File: src/rtl/pes_arb_pkg.sv
`default_nettype none
// ============================================================================
// Module      : pes_arb_pkg
// Description : Shared sizes, FSM state encoding and the rotating-priority
//               search function for the weighted round-robin scheduler.
// Revision    : 1.0 - initial release
// ============================================================================
package pes_arb_pkg;

  localparam int N_REQ    = 4;
  localparam int WEIGHT_W = 3;
  localparam int PTR_W    = 2;

  typedef enum logic [0:0] {
    ST_IDLE = 1'b0,
    ST_HOLD = 1'b1
  } state_t;

  // Returns {found, index}: the first requester at or after ptr (wrapping)
  // with its request bit set. N_REQ is a power of two, so the PTR_W-bit add
  // wraps modulo N_REQ on its own.
  function automatic logic [PTR_W:0] next_winner(
    input logic [N_REQ-1:0] req,
    input logic [PTR_W-1:0] ptr
  );
    logic             found;
    logic [PTR_W-1:0] idx;
    logic [PTR_W-1:0] cand;
    found = 1'b0;
    idx   = '0;
    // Walk from the lowest priority upward so the highest-priority hit wins.
    for (int k = N_REQ - 1; k >= 0; k--) begin
      cand = ptr + PTR_W'(k);
      if (req[cand]) begin
        found = 1'b1;
        idx   = cand;
      end
    end
    return {found, idx};
  endfunction

endpackage
`default_nettype wire

File: src/rtl/pes_rr_pick.sv
`default_nettype none
// ============================================================================
// Module      : pes_rr_pick
// Description : Combinational rotating-priority picker. Given the request
//               vector and a priority pointer, reports whether any requester
//               is pending, its index and its one-hot encoding.
// Revision    : 1.0 - initial release
// ============================================================================
module pes_rr_pick
  import pes_arb_pkg::*;
(
  input  logic [N_REQ-1:0] req,
  input  logic [PTR_W-1:0] ptr,
  output logic             found,
  output logic [PTR_W-1:0] idx,
  output logic [N_REQ-1:0] onehot
);

  logic [PTR_W:0] w_result;

  assign w_result = next_winner(req, ptr);
  assign found    = w_result[PTR_W];
  assign idx      = w_result[PTR_W-1:0];

  // Decode the winning index; all-zero when nobody is requesting.
  always_comb begin
    onehot = '0;
    if (found) begin
      onehot[idx] = 1'b1;
    end
  end

endmodule
`default_nettype wire

File: src/rtl/pes_wrr_scheduler.sv
`default_nettype none
// ============================================================================
// Module      : pes_wrr_scheduler
// Description : Weighted round-robin scheduler for four requesters. A grant
//               is held for up to weight+1 cycles (credit down-counter), then
//               handed to the next requester in rotating-pointer order with
//               no idle cycle in between.
//               Optional macro WRR_LOCK_EN adds a 'lock' input that freezes
//               the credit of the current holder for atomic bursts.
// Revision    : 1.0 - initial release
// ============================================================================
module pes_wrr_scheduler
  import pes_arb_pkg::*;
#(
  parameter int N        = N_REQ,
  parameter int WEIGHT_W = 3
) (
  input  logic                  clk,
  input  logic                  rst,
  input  logic [N-1:0]          req,
  input  logic [N*WEIGHT_W-1:0] cfg_weight,
`ifdef WRR_LOCK_EN
  input  logic                  lock,
`endif
  output logic [N-1:0]          grant,
  output logic [PTR_W-1:0]      grant_id,
  output logic                  grant_valid,
  output logic [N-1:0]          io_oeb
);

  state_t              r_state, w_state_nxt;
  logic [PTR_W-1:0]    r_ptr, w_ptr_nxt;
  logic [PTR_W-1:0]    r_grant_id, w_grant_id_nxt;
  logic [N-1:0]        r_grant, w_grant_nxt;
  logic [WEIGHT_W-1:0] r_credit, w_credit_nxt;

  logic [PTR_W-1:0]    w_search_ptr;
  logic                w_pick_found;
  logic [PTR_W-1:0]    w_pick_idx;
  logic [N-1:0]        w_pick_onehot;
  logic [WEIGHT_W-1:0] w_pick_weight;
  logic                w_req_g;
  logic                w_credit_hold;
  logic                w_release;

  // In HOLD the search only matters on release, where the new pointer is
  // g+1; searching from g+1 every cycle lets one picker serve both cases.
  assign w_search_ptr = (r_state == ST_HOLD) ? (r_grant_id + PTR_W'(1)) : r_ptr;

  pes_rr_pick u_pick (
    .req    (req),
    .ptr    (w_search_ptr),
    .found  (w_pick_found),
    .idx    (w_pick_idx),
    .onehot (w_pick_onehot)
  );

  assign w_pick_weight = cfg_weight[w_pick_idx*WEIGHT_W +: WEIGHT_W];
  assign w_req_g       = req[r_grant_id];

`ifdef WRR_LOCK_EN
  assign w_credit_hold = lock & w_req_g;
`else
  assign w_credit_hold = 1'b0;
`endif

  assign w_release = !w_req_g || ((r_credit == '0) && !w_credit_hold);

  // Next-state logic: start, hold, hand over or go idle.
  always_comb begin
    w_state_nxt    = r_state;
    w_ptr_nxt      = r_ptr;
    w_grant_id_nxt = r_grant_id;
    w_grant_nxt    = r_grant;
    w_credit_nxt   = r_credit;
    case (r_state)
      ST_IDLE: begin
        if (w_pick_found) begin
          w_state_nxt    = ST_HOLD;
          w_grant_nxt    = w_pick_onehot;
          w_grant_id_nxt = w_pick_idx;
          w_credit_nxt   = w_pick_weight;
        end
      end
      ST_HOLD: begin
        if (w_release) begin
          w_ptr_nxt = r_grant_id + PTR_W'(1);
          if (w_pick_found) begin
            w_grant_nxt    = w_pick_onehot;
            w_grant_id_nxt = w_pick_idx;
            w_credit_nxt   = w_pick_weight;
          end else begin
            w_state_nxt    = ST_IDLE;
            w_grant_nxt    = '0;
            w_grant_id_nxt = '0;
            w_credit_nxt   = '0;
          end
        end else if (!w_credit_hold) begin
          w_credit_nxt = r_credit - WEIGHT_W'(1);
        end
      end
      default: begin
        w_state_nxt    = ST_IDLE;
        w_grant_nxt    = '0;
        w_grant_id_nxt = '0;
        w_credit_nxt   = '0;
      end
    endcase
  end

  // State and output registers with asynchronous reset.
  always_ff @(posedge clk or posedge rst) begin
    if (rst) begin
      r_state    <= ST_IDLE;
      r_ptr      <= '0;
      r_grant_id <= '0;
      r_grant    <= '0;
      r_credit   <= '0;
    end else begin
      r_state    <= w_state_nxt;
      r_ptr      <= w_ptr_nxt;
      r_grant_id <= w_grant_id_nxt;
      r_grant    <= w_grant_nxt;
      r_credit   <= w_credit_nxt;
    end
  end

  assign grant       = r_grant;
  assign grant_id    = r_grant_id;
  assign grant_valid = |r_grant;
  assign io_oeb      = '0;

endmodule
`default_nettype wire

File: config.mk
export PLATFORM = sky130hd
export DESIGN_NAME = pes_wrr_scheduler
export DESIGN_NICKNAME = d
export VERILOG_FILES = /design/src/rtl/pes_arb_pkg.sv /design/src/rtl/pes_rr_pick.sv /design/src/rtl/pes_wrr_scheduler.sv
export SDC_FILE = /design/constraint.sdc
export NUM_CORES = 1
export LEC_CHECK = 0
export ABC_AREA = 1
export CORE_UTILIZATION = 51
export DETAILED_ROUTE_END_ITERATION = 8
export PLACE_DENSITY = 0.84
export SYNTH_ARGS = -nofsm -noshare
export SYNTH_HDL_FRONTEND = slang
export SYNTH_SLANG_ARGS = --single-unit
File: constraint.sdc
create_clock -name clk -period 4.4 [get_ports clk]
set_input_delay 0.44 -clock clk [delete_from_list [all_inputs] [get_ports clk]]
set_output_delay 0.44 -clock clk [all_outputs]
set_load 0.05 [all_outputs]
# ---- After elaboration in Yosys (flattened, before gate mapping)
# Index checks and enable logic that the tools add are counted.
dict set report totals {
  ff_bits 12
}
dict set report op_classes {
  addsub 5
  multipliers 1
  magnitude_cmp 7
  eq_ne 2
  n_shift 1
  n_mux 36
  n_bitwise 1
  reduce_logical 7
}
# cell count
set op_table {}
lappend op_table {{$lt 2x3->1 const B} 6}
lappend op_table {{$mux 2} 8}
lappend op_table {{$mux 1} 12}
lappend op_table {{$mux 4} 3}
lappend op_table {{$shiftx 12x5->3} 1}
lappend op_table {{$bmux 1 s2} 5}
lappend op_table {{$mux 3} 3}
lappend op_table {{$pmux 4 s2} 1}
lappend op_table {{$pmux 3 s2} 1}
lappend op_table {{$add 2x1->2 const B} 2}
lappend op_table {{$add 2x2->2 const B} 2}
lappend op_table {{$mul 2x2->4 const B} 1}
lappend op_table {{$ne 2x1->1 const B} 2}
lappend op_table {{$pmux 2 s2} 1}
lappend op_table {{$reduce_and 2->1} 2}
lappend op_table {{$reduce_or 4->1} 1}
lappend op_table {{$logic_not 3->1} 1}
lappend op_table {{$sub 3x1->3 const B} 1}
lappend op_table {{$demux 1 s2} 1}
lappend op_table {{$ge 2x1->1 const B} 1}
lappend op_table {{$pmux 1 s2} 1}
lappend op_table {{$logic_and 1x1->1} 1}
lappend op_table {{$logic_not 1->1} 1}
lappend op_table {{$logic_or 1x1->1} 1}
lappend op_table {{$not 1->1} 1}

# ---- Logic depth before layout (Yosys ltp)
dict set report depth {
  ltp_word 16
  ltp_mapped 19
  mapped_depth_nobuf 18
}

# ---- Modules after synthesis
# From an unflattened synthesis, not the netlist that was laid out.
dict set report unflattened {
  hier_cells 166
  area_unflattened_um2 1092.3
}
# mod n_inst cells_per_inst area_per_inst_um2 seq_area_each_um2
set modules_own_cells {}
lappend modules_own_cells {pes_wrr_scheduler 1 114 817.0 300.3}
lappend modules_own_cells {pes_rr_pick 1 52 275.3 0.0}

# ---- Worst setup path before layout
# OpenSTA, ideal clock, no wires.
dict set report synth_timing {
  path_kind {register -> register}
  from {register r_grant_id[0] (netlist: grant_id[0])}
  to {register r_credit[0]}
  t_arrival_ns 1.920
  path_slack_ns 2.360
  stages_incl_launch_ff 18
  synth_period_minus_slack_ns 2.040
  cell_sequence {dfrtp_1 > inv_2 > nand2_2 > nand3_2 > nand3_1 > nand3_1 > nand2_1 > inv_2 > nand2_2 > nand2_1 > nand2_4 > nand2_4 > nand2_1 > nand2_1 > nand2_1 > nand2_1 > nand2_1 > nand2_1}
}
dict set report synth_via {
  elab_chain_len 14
}
# item line_no
set synth_lines {}
lappend synth_lines {{from (decl)} pes_wrr_scheduler.sv:33} ;# logic [PTR_W-1:0] r_grant_id, w_grant_id_nxt;
lappend synth_lines {{from (signal assigned)} pes_wrr_scheduler.sv:122} ;# r_grant_id <= w_grant_id_nxt;
lappend synth_lines {{$add 2x1->2} pes_wrr_scheduler.sv:48} ;# assign w_search_ptr = (r_state == ST_HOLD) ? (r_grant_id + PTR_W'(1)) : r_ptr;
lappend synth_lines {{$mux 2} pes_wrr_scheduler.sv:48}
lappend synth_lines {{$add 2x2->2} pes_arb_pkg.sv:33} ;# cand = ptr + PTR_W'(k);
lappend synth_lines {{$bmux 1 s2} pes_arb_pkg.sv:34} ;# if (req[cand]) begin
lappend synth_lines {{$mux 1 (implied by the code)} pes_arb_pkg.sv:34}
lappend synth_lines {{$mux 2 (4 in series)} pes_arb_pkg.sv:34}
lappend synth_lines {{$mul 2x2->4} pes_wrr_scheduler.sv:58} ;# assign w_pick_weight = cfg_weight[w_pick_idx*WEIGHT_W +: WEIGHT_W];
lappend synth_lines {{$shiftx 12x5->3} pes_wrr_scheduler.sv:58}
lappend synth_lines {{$mux 3} pes_wrr_scheduler.sv:88} ;# if (w_pick_found) begin
lappend synth_lines {{$mux 3} pes_wrr_scheduler.sv:86} ;# if (w_release) begin
lappend synth_lines {{$pmux 3 s2} pes_wrr_scheduler.sv:76} ;# case (r_state)
lappend synth_lines {{to (signal assigned)} pes_wrr_scheduler.sv:124} ;# r_credit <= w_credit_nxt;
lappend synth_lines {{to (decl)} pes_wrr_scheduler.sv:35} ;# logic [WEIGHT_W-1:0] r_credit, w_credit_nxt;
# Several ways; a longest one is shown, not always the timed one. The select of a mux whose other input is x is not followed.
# A chain may end at the register's enable or synchronous reset.

# ---- Worst setup path in the final report
dict set report layout_timing {
  from {register r_state}
  to {register r_credit[0]}
}
dict set report layout_via {
  elab_chain_len 13
}
# item line_no
set layout_lines {}
lappend layout_lines {{from (decl)} pes_wrr_scheduler.sv:31} ;# state_t r_state, w_state_nxt;
lappend layout_lines {{from (signal assigned)} pes_wrr_scheduler.sv:120} ;# r_state <= w_state_nxt;
lappend layout_lines {{$mux 2} pes_wrr_scheduler.sv:48}
lappend layout_lines {{$add 2x2->2} pes_arb_pkg.sv:33}
lappend layout_lines {{$bmux 1 s2} pes_arb_pkg.sv:34}
lappend layout_lines {{$mux 1 (implied by the code)} pes_arb_pkg.sv:34}
lappend layout_lines {{$mux 2 (4 in series)} pes_arb_pkg.sv:34}
lappend layout_lines {{$mul 2x2->4} pes_wrr_scheduler.sv:58}
lappend layout_lines {{$shiftx 12x5->3} pes_wrr_scheduler.sv:58}
lappend layout_lines {{$mux 3} pes_wrr_scheduler.sv:88}
lappend layout_lines {{$mux 3} pes_wrr_scheduler.sv:86}
lappend layout_lines {{$pmux 3 s2} pes_wrr_scheduler.sv:76}
# Several ways; a longest one is shown, not always the timed one. The select of a mux whose other input is x is not followed.

==> results.sh <==
export IMPL_min_path_type="in -> async"
export IMPL_initial_core_util=0.546
export IMPL_num_rows=16
export IMPL_ant_nets=0
export IMPL_r2r_slack_ns=2.25
export IMPL_numCtsBuffers=3
export IMPL_vias_per_cell=5.15
export IMPL_vias=1118
export IMPL_nets=212
export IMPL_cts_root_buf="clkbuf_4"
export IMPL_place_congestion=0.861
export IMPL_max_stage_delay_ns=0.61
export IMPL_antenna_found_initial=0
export IMPL_clk_latency_ns=0.27
export IMPL_postCtsSetupRepairBufs=0
export IMPL_met3_usage=0.0453
export IMPL_grt_busiest_layer="met2"
export IMPL_grt_max_degree=13
export IMPL_syn_inst=165
export IMPL_grt_usage=0.242
export IMPL_dieArea_mm2=0.00231
export IMPL_crit_slowest_cell="dfrtp_1"
export IMPL_synth_top_area_share=0.277
export IMPL_timing_worst_setup_path_type="reg -> reg"
export IMPL_antenna_cells=0
export IMPL_synth_seq_cells=12
export IMPL_synth_area_leaders="dfrtp_1 28%, nand2_1 16%, nand2_2 8.7%"
export IMPL_ys_types=22
export IMPL_cpMostUsedCell="nand2_1"
export IMPL_cts_resized=0
export IMPL_multiInputGateArea_um2=653
export IMPL_drt_iter0_drc=23
export IMPL_ioPinCount=29
export IMPL_yosysSeqAreaShare=0.277
export IMPL_syn_area_mm2=0.00108
export IMPL_clk_pin_slew_ns=0.07
export IMPL_maxCapViolCount=0
export IMPL_grt_use_met2=0.384
export IMPL_finalInstanceArea_mm2=0.00135
export IMPL_grt_pass1_wl_um=3820
export IMPL_synth_warnings=0
export IMPL_h_tree_depth=1
export IMPL_core_mm2=0.00198
export IMPL_drt_total_wl_um=2490
export IMPL_layout_min_cycle_time_ns=2.15
export IMPL_end_kind="register"
export IMPL_cts_sinks=12
export IMPL_tightest_slew_ns=0.502
export IMPL_wire_per_inst_um=11.5
export IMPL_crit_buf_inv=1
export IMPL_fillCellCount=163
export IMPL_avgSynthCellArea_um2=6.56
export IMPL_pre_cts_ws_ns=2.17
export IMPL_crit_family="simple AND/OR/NAND/NOR gates"
export IMPL_die_h_um=48.1
export IMPL_grtUsageMet1=0.323
export IMPL_required_ns=4.56
export IMPL_status="completed"
export IMPL_regArea_um2=300
export IMPL_fin_crit_sh=0.490
export IMPL_crit_chain="nand2_2 > o21ai_4 > nand2_2 > nand2_1 > nand3_1 > nand2_1 > inv_2 > nand2_2 > nand2_1 > nand2_4 > nand2_4 > nand2_1 > nand2_1 > nand2_1 > nand2_1 > nand2_1 > nand2_1"
export IMPL_worstSetupStartpointType="register"
export IMPL_cts_tree="yes"
export IMPL_drc_errors=0
export IMPL_max_freq_ghz=0.464
export IMPL_critPathArrivalTime_ns=2.32
export IMPL_fp_dieW_um=48.1
export IMPL_placed_area_mm2=0.00133
export IMPL_area_growth_pct=24.6
export IMPL_ctsHoldBuffers=0
export IMPL_crit_fanout=9
export IMPL_grt_overflow_total=0
export IMPL_final_max_slew_viol_count=0
export IMPL_yosysTopAreaCell="dfrtp_1"
export IMPL_drive_above_1_share=0.189
export IMPL_finalSetupViolCount=0
export IMPL_grt_pass1_vias=925
export IMPL_fin_setup_tns_ns=0
export IMPL_port_buffers=24
export IMPL_setup_ws_ns=2.25
export IMPL_cts_buffer_depth=2
export IMPL_hold_viol=0
export IMPL_rsz0062_at_grt="no"
export IMPL_slew_headroom=0.664
export IMPL_detailed_place_hpwl_um=2000
export IMPL_fin_skew_ns=0.00147
export IMPL_first_pass_iters=4
==> metal layers <==
| metal | up-vias | part of all wire |
|---|---|---|
| met5 | - | 0 |
| met4 | 0 | 0.016 |
| met3 | 4 | 0.059 |
| met2 | 48 | 0.48 |
| met1 | 503 | 0.45 |
| li1 | 563 | - |
==> Yosys cell counts <==
| cell type | instances |
|---|---|
| nand2_1 | 47 |
| inv_1 | 19 |
| nand3_1 | 18 |
| nand2_2 | 15 |
| dfrtp_1 | 12 |
| o21ai_0 | 11 |
| nor2_1 | 7 |
| inv_2 | 6 |
| buf_4 | 4 |
| nand2_4 | 4 |
| o22ai_1 | 4 |
| a21oi_1 | 3 |
| nand3_2 | 3 |
| ha_1 | 2 |
| nand4_1 | 2 |
| nor2_2 | 2 |
| buf_6 | 1 |
| clkinv_2 | 1 |
| conb_1 | 1 |
| o21ai_4 | 1 |
| or2_2 | 1 |
| xnor2_1 | 1 |
==> final timing paths <==
kind / endpoint / depth (start not counted) / startpoint
setup / recovery: r_credit[0] / 17 / r_state
hold / removal: r_ptr[0] / 2 / rst
setup reg to reg: r_credit[0] / 17 / r_state
hold reg to reg: r_credit[1] / 2 / r_credit[1]
max in group asynchronous: r_credit[0] / 2 / rst
min in group clk: r_credit[1] / 2 / r_credit[1]
==> worst reg2reg max path, cell delays in order (launching register included) <==
cell,delay (ns)
dfrtp_1,0.61
nand2_2,0.13
o21ai_4,0.15
nand2_2,0.07
nand2_1,0.10
nand3_1,0.14
nand2_1,0.11
inv_2,0.05
nand2_2,0.04
nand2_1,0.07
nand2_4,0.13
nand2_4,0.09
nand2_1,0.08
nand2_1,0.06
nand2_1,0.06
nand2_1,0.06
nand2_1,0.05
nand2_1,0.05
==> logic make-up after synthesis <==
family / count (synthesis) / share of synthesized area
and+or+nand+nor: 99 / 0.455
buffers and inverters: 31 / 0.129
AOI/OAI and AO/OA: 19 / 0.103
DFF: 12 / 0.277
adders and majority gates: 2 / 0.0231
xor gates and xnor gates: 1 / 0.00809
other: 1 / 0.00346
==> placed cells by master (no fill, tap or decap), types with 6 or more instances in the layout <==
| master | n |
|---|---|
| clkdlybuf4s50_1 | 24 |
| dfrtp_1 | 12 |
| inv_1 | 19 |
| inv_2 | 6 |
| nand2_1 | 47 |
| nand2_2 | 15 |
| nand3_1 | 18 |
| nor2_1 | 7 |
| o21ai_0 | 11 |
==> area by class of cell <==
| class | instances | share of cell area |
|---|---|---|
| Clock buffer | 3 | 0.0167 |
| Sequential cell | 12 | 0.223 |
| Timing Repair Buffer | 24 | 0.178 |
| Multi-Input combinational cell | 125 | 0.484 |
| Tap cell | 27 | 0.0250 |
| Inverter | 26 | 0.0733 |
==> registers in the layout, indices dropped and copies added (netlist names) <==
signal / flops
r_state: 1
grant: 4
r_credit: 3
r_ptr: 2
grant_id: 2
==> through the flow <==
stage,hold WS [ns],utilization,cells
floorplan,0.305,-,168
global placement,0.504,0.669,214
detailed placement,0.526,0.669,214
CTS,0.494,0.681,217
global route,0.524,0.681,217
finish,0.470,0.681,217
Power is not shown: default switching activity piles up to over one toggle a cycle in this logic, so the estimate is an artifact.
